**config.mk**
```make
export PLATFORM = sky130hd
export DESIGN_NAME = mac_seq_param
export DESIGN_NICKNAME = d
export VERILOG_FILES = /design/src/rtl/mac_seq_param.sv
export SDC_FILE = /design/constraint.sdc
export NUM_CORES = 1
export LEC_CHECK = 0
export CAP_MARGIN = 25
export CORE_MARGIN = 1.5
export CORE_UTILIZATION = 63
export DETAILED_ROUTE_END_ITERATION = 8
export PLACE_DENSITY = 0.87
export SYNTH_ARGS = -nofsm -noshare
export SYNTH_HDL_FRONTEND = slang
export SYNTH_SLANG_ARGS = --single-unit
```
**constraint.sdc**
```tcl
create_clock -name clk -period 8.1 [get_ports clk]
set_input_delay 0.81 -clock clk [delete_from_list [all_inputs] [get_ports clk]]
set_output_delay 0.81 -clock clk [all_outputs]
set_load 0.05 [all_outputs]
```
**src/rtl/mac_seq_param.sv**
```systemverilog
// Sequential shift-add multiply-accumulate unit: signed/unsigned, optional dual-lane,
// saturating accumulator and a registered, saturating output window.
module mac_seq_param #(
    parameter int DATA_W  = 16,
    parameter int ACC_W   = 40,
    parameter int OUT_W   = 16,
    parameter int SHIFT_W = 3
) (
    input  logic                  clk,
    input  logic                  reset,
    input  logic                  start,
    input  logic                  clr_acc,
    input  logic                  signed_mode,
    input  logic                  dual,
    input  logic [2*DATA_W-1:0]   op_a,
    input  logic [2*DATA_W-1:0]   op_b,
    input  logic [SHIFT_W-1:0]    shift,
    input  logic                  irq_en,
    input  logic                  irq_ack,
    output logic                  busy,
    output logic                  done,
    output logic [ACC_W-1:0]      acc,
    output logic [OUT_W-1:0]      mac_out,
    output logic                  sat,
    output logic                  irq
);

    localparam int PROD_W = 2 * DATA_W;
    localparam int CNT_W  = $clog2(DATA_W + 1);
    localparam int IDX_W  = $clog2(ACC_W) + 1;

    localparam logic [ACC_W-1:0] ACC_POS_MAX = {1'b0, {(ACC_W-1){1'b1}}};
    localparam logic [ACC_W-1:0] ACC_NEG_MIN = {1'b1, {(ACC_W-1){1'b0}}};
    localparam logic [OUT_W-1:0] OUT_POS_MAX = {1'b0, {(OUT_W-1){1'b1}}};
    localparam logic [OUT_W-1:0] OUT_NEG_MIN = {1'b1, {(OUT_W-1){1'b0}}};

    typedef enum logic [1:0] {
        S_IDLE = 2'd0,
        S_MUL  = 2'd1,
        S_ACC  = 2'd2
    } state_t;

    state_t r_state;
    state_t w_state_next;

    logic [PROD_W-1:0] r_mcand;
    logic [DATA_W-1:0] r_mplier;
    logic [PROD_W-1:0] r_prod;
    logic              r_neg;
    logic [DATA_W-1:0] r_hi_a_mag;
    logic [DATA_W-1:0] r_hi_b_mag;
    logic              r_hi_neg;
    logic              r_lane;
    logic              r_dual;
    logic              r_signed;
    logic [CNT_W-1:0]  r_cnt;
    logic [ACC_W-1:0]  r_acc;
    logic              r_sat;
    logic              r_done;
    logic              r_irq;
    logic [OUT_W-1:0]  r_mac_out;

    // Per-lane operand magnitudes and product sign, taken straight from the inputs at accept.
    logic [DATA_W-1:0] w_a_mag [2];
    logic [DATA_W-1:0] w_b_mag [2];
    logic              w_neg   [2];

    genvar gi;
    generate
        for (gi = 0; gi < 2; gi++) begin : g_lane
            logic [DATA_W-1:0] w_lane_a;
            logic [DATA_W-1:0] w_lane_b;
            logic              w_a_n;
            logic              w_b_n;

            assign w_lane_a    = op_a[gi*DATA_W +: DATA_W];
            assign w_lane_b    = op_b[gi*DATA_W +: DATA_W];
            assign w_a_n       = signed_mode & w_lane_a[DATA_W-1];
            assign w_b_n       = signed_mode & w_lane_b[DATA_W-1];
            assign w_a_mag[gi] = w_a_n ? (~w_lane_a + 1'b1) : w_lane_a;
            assign w_b_mag[gi] = w_b_n ? (~w_lane_b + 1'b1) : w_lane_b;
            assign w_neg[gi]   = w_a_n ^ w_b_n;
        end
    endgenerate

    logic w_last_bit;
    logic w_lane_switch;
    assign w_last_bit    = (r_cnt == CNT_W'(DATA_W - 1));
    assign w_lane_switch = r_dual & ~r_lane;

    // Accumulate in ACC_W+1 bits so both signed and unsigned overflow are visible in the top bits.
    logic [PROD_W-1:0] w_prod_signed;
    logic [ACC_W:0]    w_prod_ext;
    logic [ACC_W:0]    w_acc_ext;
    logic [ACC_W:0]    w_sum;
    logic              w_clamp;
    logic [ACC_W-1:0]  w_acc_next;

    assign w_prod_signed = r_neg ? (~r_prod + 1'b1) : r_prod;
    assign w_prod_ext    = {{(ACC_W+1-PROD_W){r_signed & w_prod_signed[PROD_W-1]}}, w_prod_signed};
    assign w_acc_ext     = {r_signed & r_acc[ACC_W-1], r_acc};
    assign w_sum         = w_acc_ext + w_prod_ext;

    always_comb begin
        w_clamp    = 1'b0;
        w_acc_next = w_sum[ACC_W-1:0];
        if (r_signed) begin
            if (w_sum[ACC_W] != w_sum[ACC_W-1]) begin
                w_clamp    = 1'b1;
                w_acc_next = w_sum[ACC_W] ? ACC_NEG_MIN : ACC_POS_MAX;
            end
        end else if (w_sum[ACC_W]) begin
            w_clamp    = 1'b1;
            w_acc_next = {ACC_W{1'b1}};
        end
    end

    // Output window acc[t -: OUT_W] with t = PROD_W-1-shift; bits from t upward must agree.
    logic [IDX_W-1:0] w_top_idx;
    logic [IDX_W-1:0] w_lsb_idx;
    logic [OUT_W-1:0] w_window;
    logic [ACC_W-1:0] w_upper_s;
    logic [ACC_W-1:0] w_upper_u;
    logic             w_fits;
    logic [OUT_W-1:0] w_mac_out_next;

    assign w_top_idx = IDX_W'(PROD_W - 1) - IDX_W'(shift);
    assign w_lsb_idx = w_top_idx - IDX_W'(OUT_W - 1);
    assign w_window  = OUT_W'(r_acc >> w_lsb_idx);
    assign w_upper_s = ACC_W'($signed(r_acc) >>> w_top_idx);
    assign w_upper_u = r_acc >> w_top_idx;

    always_comb begin
        w_mac_out_next = w_window;
        if (r_signed) begin
            w_fits = (w_upper_s == '0) || (&w_upper_s);
            if (!w_fits) begin
                w_mac_out_next = r_acc[ACC_W-1] ? OUT_NEG_MIN : OUT_POS_MAX;
            end
        end else begin
            w_fits = (w_upper_u[ACC_W-1:1] == '0);
            if (!w_fits) begin
                w_mac_out_next = {OUT_W{1'b1}};
            end
        end
    end

    always_ff @(posedge clk) begin
        if (reset) begin
            r_state <= S_IDLE;
        end else begin
            r_state <= w_state_next;
        end
    end

    always_comb begin
        w_state_next = r_state;
        case (r_state)
            S_IDLE:  if (start) w_state_next = S_MUL;
            S_MUL:   if (w_last_bit) w_state_next = S_ACC;
            S_ACC:   w_state_next = w_lane_switch ? S_MUL : S_IDLE;
            default: w_state_next = S_IDLE;
        endcase
    end

    always_ff @(posedge clk) begin
        if (reset) begin
            r_mcand    <= '0;
            r_mplier   <= '0;
            r_prod     <= '0;
            r_neg      <= 1'b0;
            r_hi_a_mag <= '0;
            r_hi_b_mag <= '0;
            r_hi_neg   <= 1'b0;
            r_lane     <= 1'b0;
            r_dual     <= 1'b0;
            r_signed   <= 1'b0;
            r_cnt      <= '0;
            r_acc      <= '0;
            r_sat      <= 1'b0;
            r_done     <= 1'b0;
        end else begin
            r_done <= 1'b0;
            case (r_state)
                S_IDLE: begin
                    if (clr_acc) begin
                        r_acc <= '0;
                        r_sat <= 1'b0;
                    end
                    if (start) begin
                        r_signed   <= signed_mode;
                        r_dual     <= dual;
                        r_lane     <= 1'b0;
                        r_cnt      <= '0;
                        r_prod     <= '0;
                        r_mcand    <= {{DATA_W{1'b0}}, w_a_mag[0]};
                        r_mplier   <= w_b_mag[0];
                        r_neg      <= w_neg[0];
                        r_hi_a_mag <= w_a_mag[1];
                        r_hi_b_mag <= w_b_mag[1];
                        r_hi_neg   <= w_neg[1];
                    end
                end
                S_MUL: begin
                    if (r_mplier[0]) begin
                        r_prod <= r_prod + r_mcand;
                    end
                    r_mcand  <= r_mcand << 1;
                    r_mplier <= r_mplier >> 1;
                    r_cnt    <= r_cnt + 1'b1;
                end
                S_ACC: begin
                    r_acc <= w_acc_next;
                    if (w_clamp) begin
                        r_sat <= 1'b1;
                    end
                    if (w_lane_switch) begin
                        r_lane   <= 1'b1;
                        r_cnt    <= '0;
                        r_prod   <= '0;
                        r_mcand  <= {{DATA_W{1'b0}}, r_hi_a_mag};
                        r_mplier <= r_hi_b_mag;
                        r_neg    <= r_hi_neg;
                    end else begin
                        r_done <= 1'b1;
                    end
                end
                default: ;
            endcase
        end
    end

    always_ff @(posedge clk) begin
        if (reset) begin
            r_mac_out <= '0;
            r_irq     <= 1'b0;
        end else begin
            r_mac_out <= w_mac_out_next;
            // A fresh completion takes priority over an acknowledge in the same cycle.
            if (r_done && irq_en) begin
                r_irq <= 1'b1;
            end else if (irq_ack) begin
                r_irq <= 1'b0;
            end
        end
    end

    assign busy    = (r_state != S_IDLE);
    assign done    = r_done;
    assign acc     = r_acc;
    assign mac_out = r_mac_out;
    assign sat     = r_sat;
    assign irq     = r_irq;

endmodule
```
==> results.md <==
- Starting Density: around 64%
- Part of the power in registers: 41.6%
- DRT Wirelength: between 30 and 40 mm
- Instance area at placement: 14800 um2
- Initial antenna violation count: 0
- Die Ht: between 100 and 150 um
- P&R area growth vs syn: 15.2%
- Total congestion overflow: 0
- Internal power: between 1.5 and 2 mW
- Setup CP Type: reg2reg
- Port bufs: roughly 130
- Antenna diodes: 0
- Worst-Margin Slew: about 0.90 ns
- WHS: 0.458 ns
- Initial DRC Count: 968
- Hold path startpoint: r_mplier[9]
- Hold Crit Depth: 2
- Slew Viols, Final: 0
- Fin area: approximately 15000 um2
- Post-synth ARST share: 0%
- Hold path endpoint: r_mplier[9]
- FP Rows: between 50 and 60
- Max_slew headroom: between 30 and 40%
- Hold buffer count at cts: 0
- Cell variety after synth: between 70 and 80
- Finished Core Util: roughly three quarters
- CTS tree: built
- Peak supply drop: approximately 0.15 mV
- # nets final: between 2000 and 2500
- Yosys reg bits: roughly 180
- First-pass GRT wire length: around 63 mm
- Cell area after synthesis: ~13000 um2
- Switch share: between 30% and 40%
- Vias in the first global route: approximately 13000
- Critical R2R Capture: acc[5]
- Layout cells sized above 1: approximately 4.8%
- Detailed Routing Iterations Pass 1: 8
- Setup Viol. Count Final: 0
- CTS Sinks: about 180
- Layout Skew: around 0.014 ns
- Worst-skew pair later-pin latency: approximately 0.45 ns
- Clock Tree Buf Depth: 2
- GR Util All Layers: between 30% and 40%
- DRC Markers: 0
- Routed wire per std cell: 18.0 um
- CTS resizes: 0
- Register area share after synthesis: between 20% and 30%
- Final WS setup: roughly 1.5 ns
- Largest net degree at the start of global routing: just over 80
- TritonCTS Buffers: 17
- FF-to-FF path depth: 21
- Inst Count DP: between 2000 and 2500
- CP required: approximately 8.5 ns
- Hold Path Class: reg2reg
- Logic pwr share: ~23%
- Placer Congestion: about 0.96
- Number of flops mapped to enable cells by yosys: 0
- Post-Layout Cell Count: around 2200
- Lkg Pwr: 6.23 nW
- Final Hold Vio Count: 0
- Unrepaired setup endpoints after global routing: no
- Routed Antenna Nets: 0
- Vias: ~14000
- # Post-CTS Setup Buffers: 0
- Post-DP HPWL: a little under 30 mm
- Die area: 22200 um2
- Reg2reg setup slack: between 1 and 1.5 ns
- Worst Path Max Fanout: 25
- Post-synthesis net count: ~2000
- Io pins: 135
- Via density: ~6.3
- Critical Path Sink Type: flop
- Max_cap viols: 0
- Most frequent cells in the layout: 269 x nand2_1, 183 x dfxtp_1, 173 x nor2_1
- Final Power: approximately 2.4 mW
- Top_reg_cell synth: dfxtp_1
- Status: finished, final reports clean
- CTS clock-pin slew for the worst setup and hold paths: about 0.080 ns
- H-tree depth: 4
- PD cells: between 150 and 200 nW/um2
- WP data arrival: ~7.0 ns
- Core ar.: about 21000 um2
- Maximum operating frequency: around 150 MHz
- Mapped Cells: 1804
- Clock Power Share: a little over a third
- Crit Reg-Reg Startpoint: r_prod[2]
- Final Cycle Share: 81.8%
- Minimum clock period: ~6.6 ns
- Crit path launch type: flop
- Synth Area per Inst: 7.45 um2
- Most common cell after layout, fill and taps aside: nand2_1
- Final setup TNS: 0 ns
- Switch Pwr: around 0.82 mW
- Post-Place Setup Slack: 1.60 ns
- Yosys warnings: 0
- Overall die width: approximately 150 um
- CTS root buffer: clkbuf_16
==> power groups by stage <==
stage | sequential (mW) | combinational [mW] | clock (mW)
global route | 1.00 | 0.592 | 0.897
global placement | 1.01 | 0.518 | 0
CTS | 0.996 | 0.533 | 0.863
detailed placement | 1.02 | 0.530 | 0
finish | 0.998 | 0.542 | 0.860
floorplan | 1.03 | 0.349 | 0
==> registers in the layout, indices dropped and copies added, names as in the netlist <==
name,count
acc,40
r_mcand,32
r_prod,32
mac_out,16
r_hi_a_mag,16
r_hi_b_mag,16
r_mplier,16
r_cnt,5
r_state,2
done,1
irq,1
r_dual,1
r_hi_neg,1
r_lane,1
r_neg,1
r_signed,1
sat,1
==> synthesized netlist by cell type (all sizes together), types with 4 or more instances <==
master,instances,area [um2]
and2,12,75.1
or3,15,93.8
a31oi,25,156
inv,47,176
o31ai,23,173
xnor2,78,683
ha,77,963
a21oi,172,865
dfxtp,183,3660
a21o,29,218
buf,18,76.3
nor3b,9,67.6
a21boi,6,45.0
nand4,12,75.1
clkbuf,85,320
a22oi,46,345
or4,8,67.6
a31o,4,35.0
nor4,15,93.8
mux2,16,180
nor2,174,653
o32ai,4,35.0
xor2,55,482
and3,9,56.3
o21bai,4,30.0
o41ai,10,106
nor3,28,140
or2,9,56.3
a22o,7,61.3
nand3b,4,30.0
o21a,6,46.3
nand2b,22,153
o21ai,121,606
a311oi,11,96.3
nand3,32,160
a211oi,32,240
mux2i,33,330
o211ai,48,360
nand2,269,1010
nor2b,12,75.1
==> final cells by class <==
type | count | area (um2)
repair buffers | 151 | 1480
fillers | 1734 | 5480
clock buffers | 17 | 425
clock inverters | 15 | 179
multi-input cells | 1470 | 9210
flip-flops and latches | 183 | 3660
well taps | 275 | 344
inverters | 48 | 180
==> metal layers <==
metal / global-route usage, % / up-vias / wire length (um)
li1: - / 6636 / -
met1: 43.0 / 6446 / 16000
met2: 61.5 / 504 / 19200
met3: 4.89 / 91 / 2460
met4: 14.1 / 0 / 1210
met5: 0 / - / 0
==> worst max-delay path: stages, from the launching register on <==
cell     delay, ns
dfxtp_1       0.39
nor4_1        0.66
nand2_1       0.15
nor2_1        0.12
nand2_1       0.11
or3_1         0.38
or2_2         0.33
o41ai_1       0.33
xnor2_1       0.13
ha_1          0.44
nand4_1       0.15
nor3_1        0.30
nand2_1       0.14
o31ai_1       0.66
mux2i_1       0.29
xnor2_1       0.14
ha_1          0.27
nand2_1       0.19
nor2_1        0.10
a21oi_2       0.32
nand2_1       0.53
o21ai_0       0.38
==> how the worst max path moves through the flow <==
stage,start,to,slack [ns],cells after the start
6_report,r_prod[2],acc[5],1.47,21
3_3_place_gp,r_prod[2],acc[35],1.77,21
3_5_place_dp,r_prod[2],acc[35],1.60,21
5_1_grt,r_prod[2],acc[5],0.89,21
2_1_floorplan,r_prod[11],acc[35],2.80,21
4_1_cts,r_prod[2],acc[35],1.58,21
==> logic make-up (layout without fill, tap and decap cells) <==
| logic type | after synthesis | in the layout | share of synthesized area, % |
|---|---|---|---|
| simple gates | 636 | 636 | 21.3 |
| compound gates | 572 | 572 | 27.0 |
| flops | 183 | 183 | 27.3 |
| buf+inv | 151 | 231 | 4.29 |
| xor+xnor | 134 | 134 | 8.84 |
| fa+ha+maj | 79 | 79 | 7.47 |
| mux | 49 | 49 | 3.80 |
Note: power is estimated with default switching activity, not from simulation.
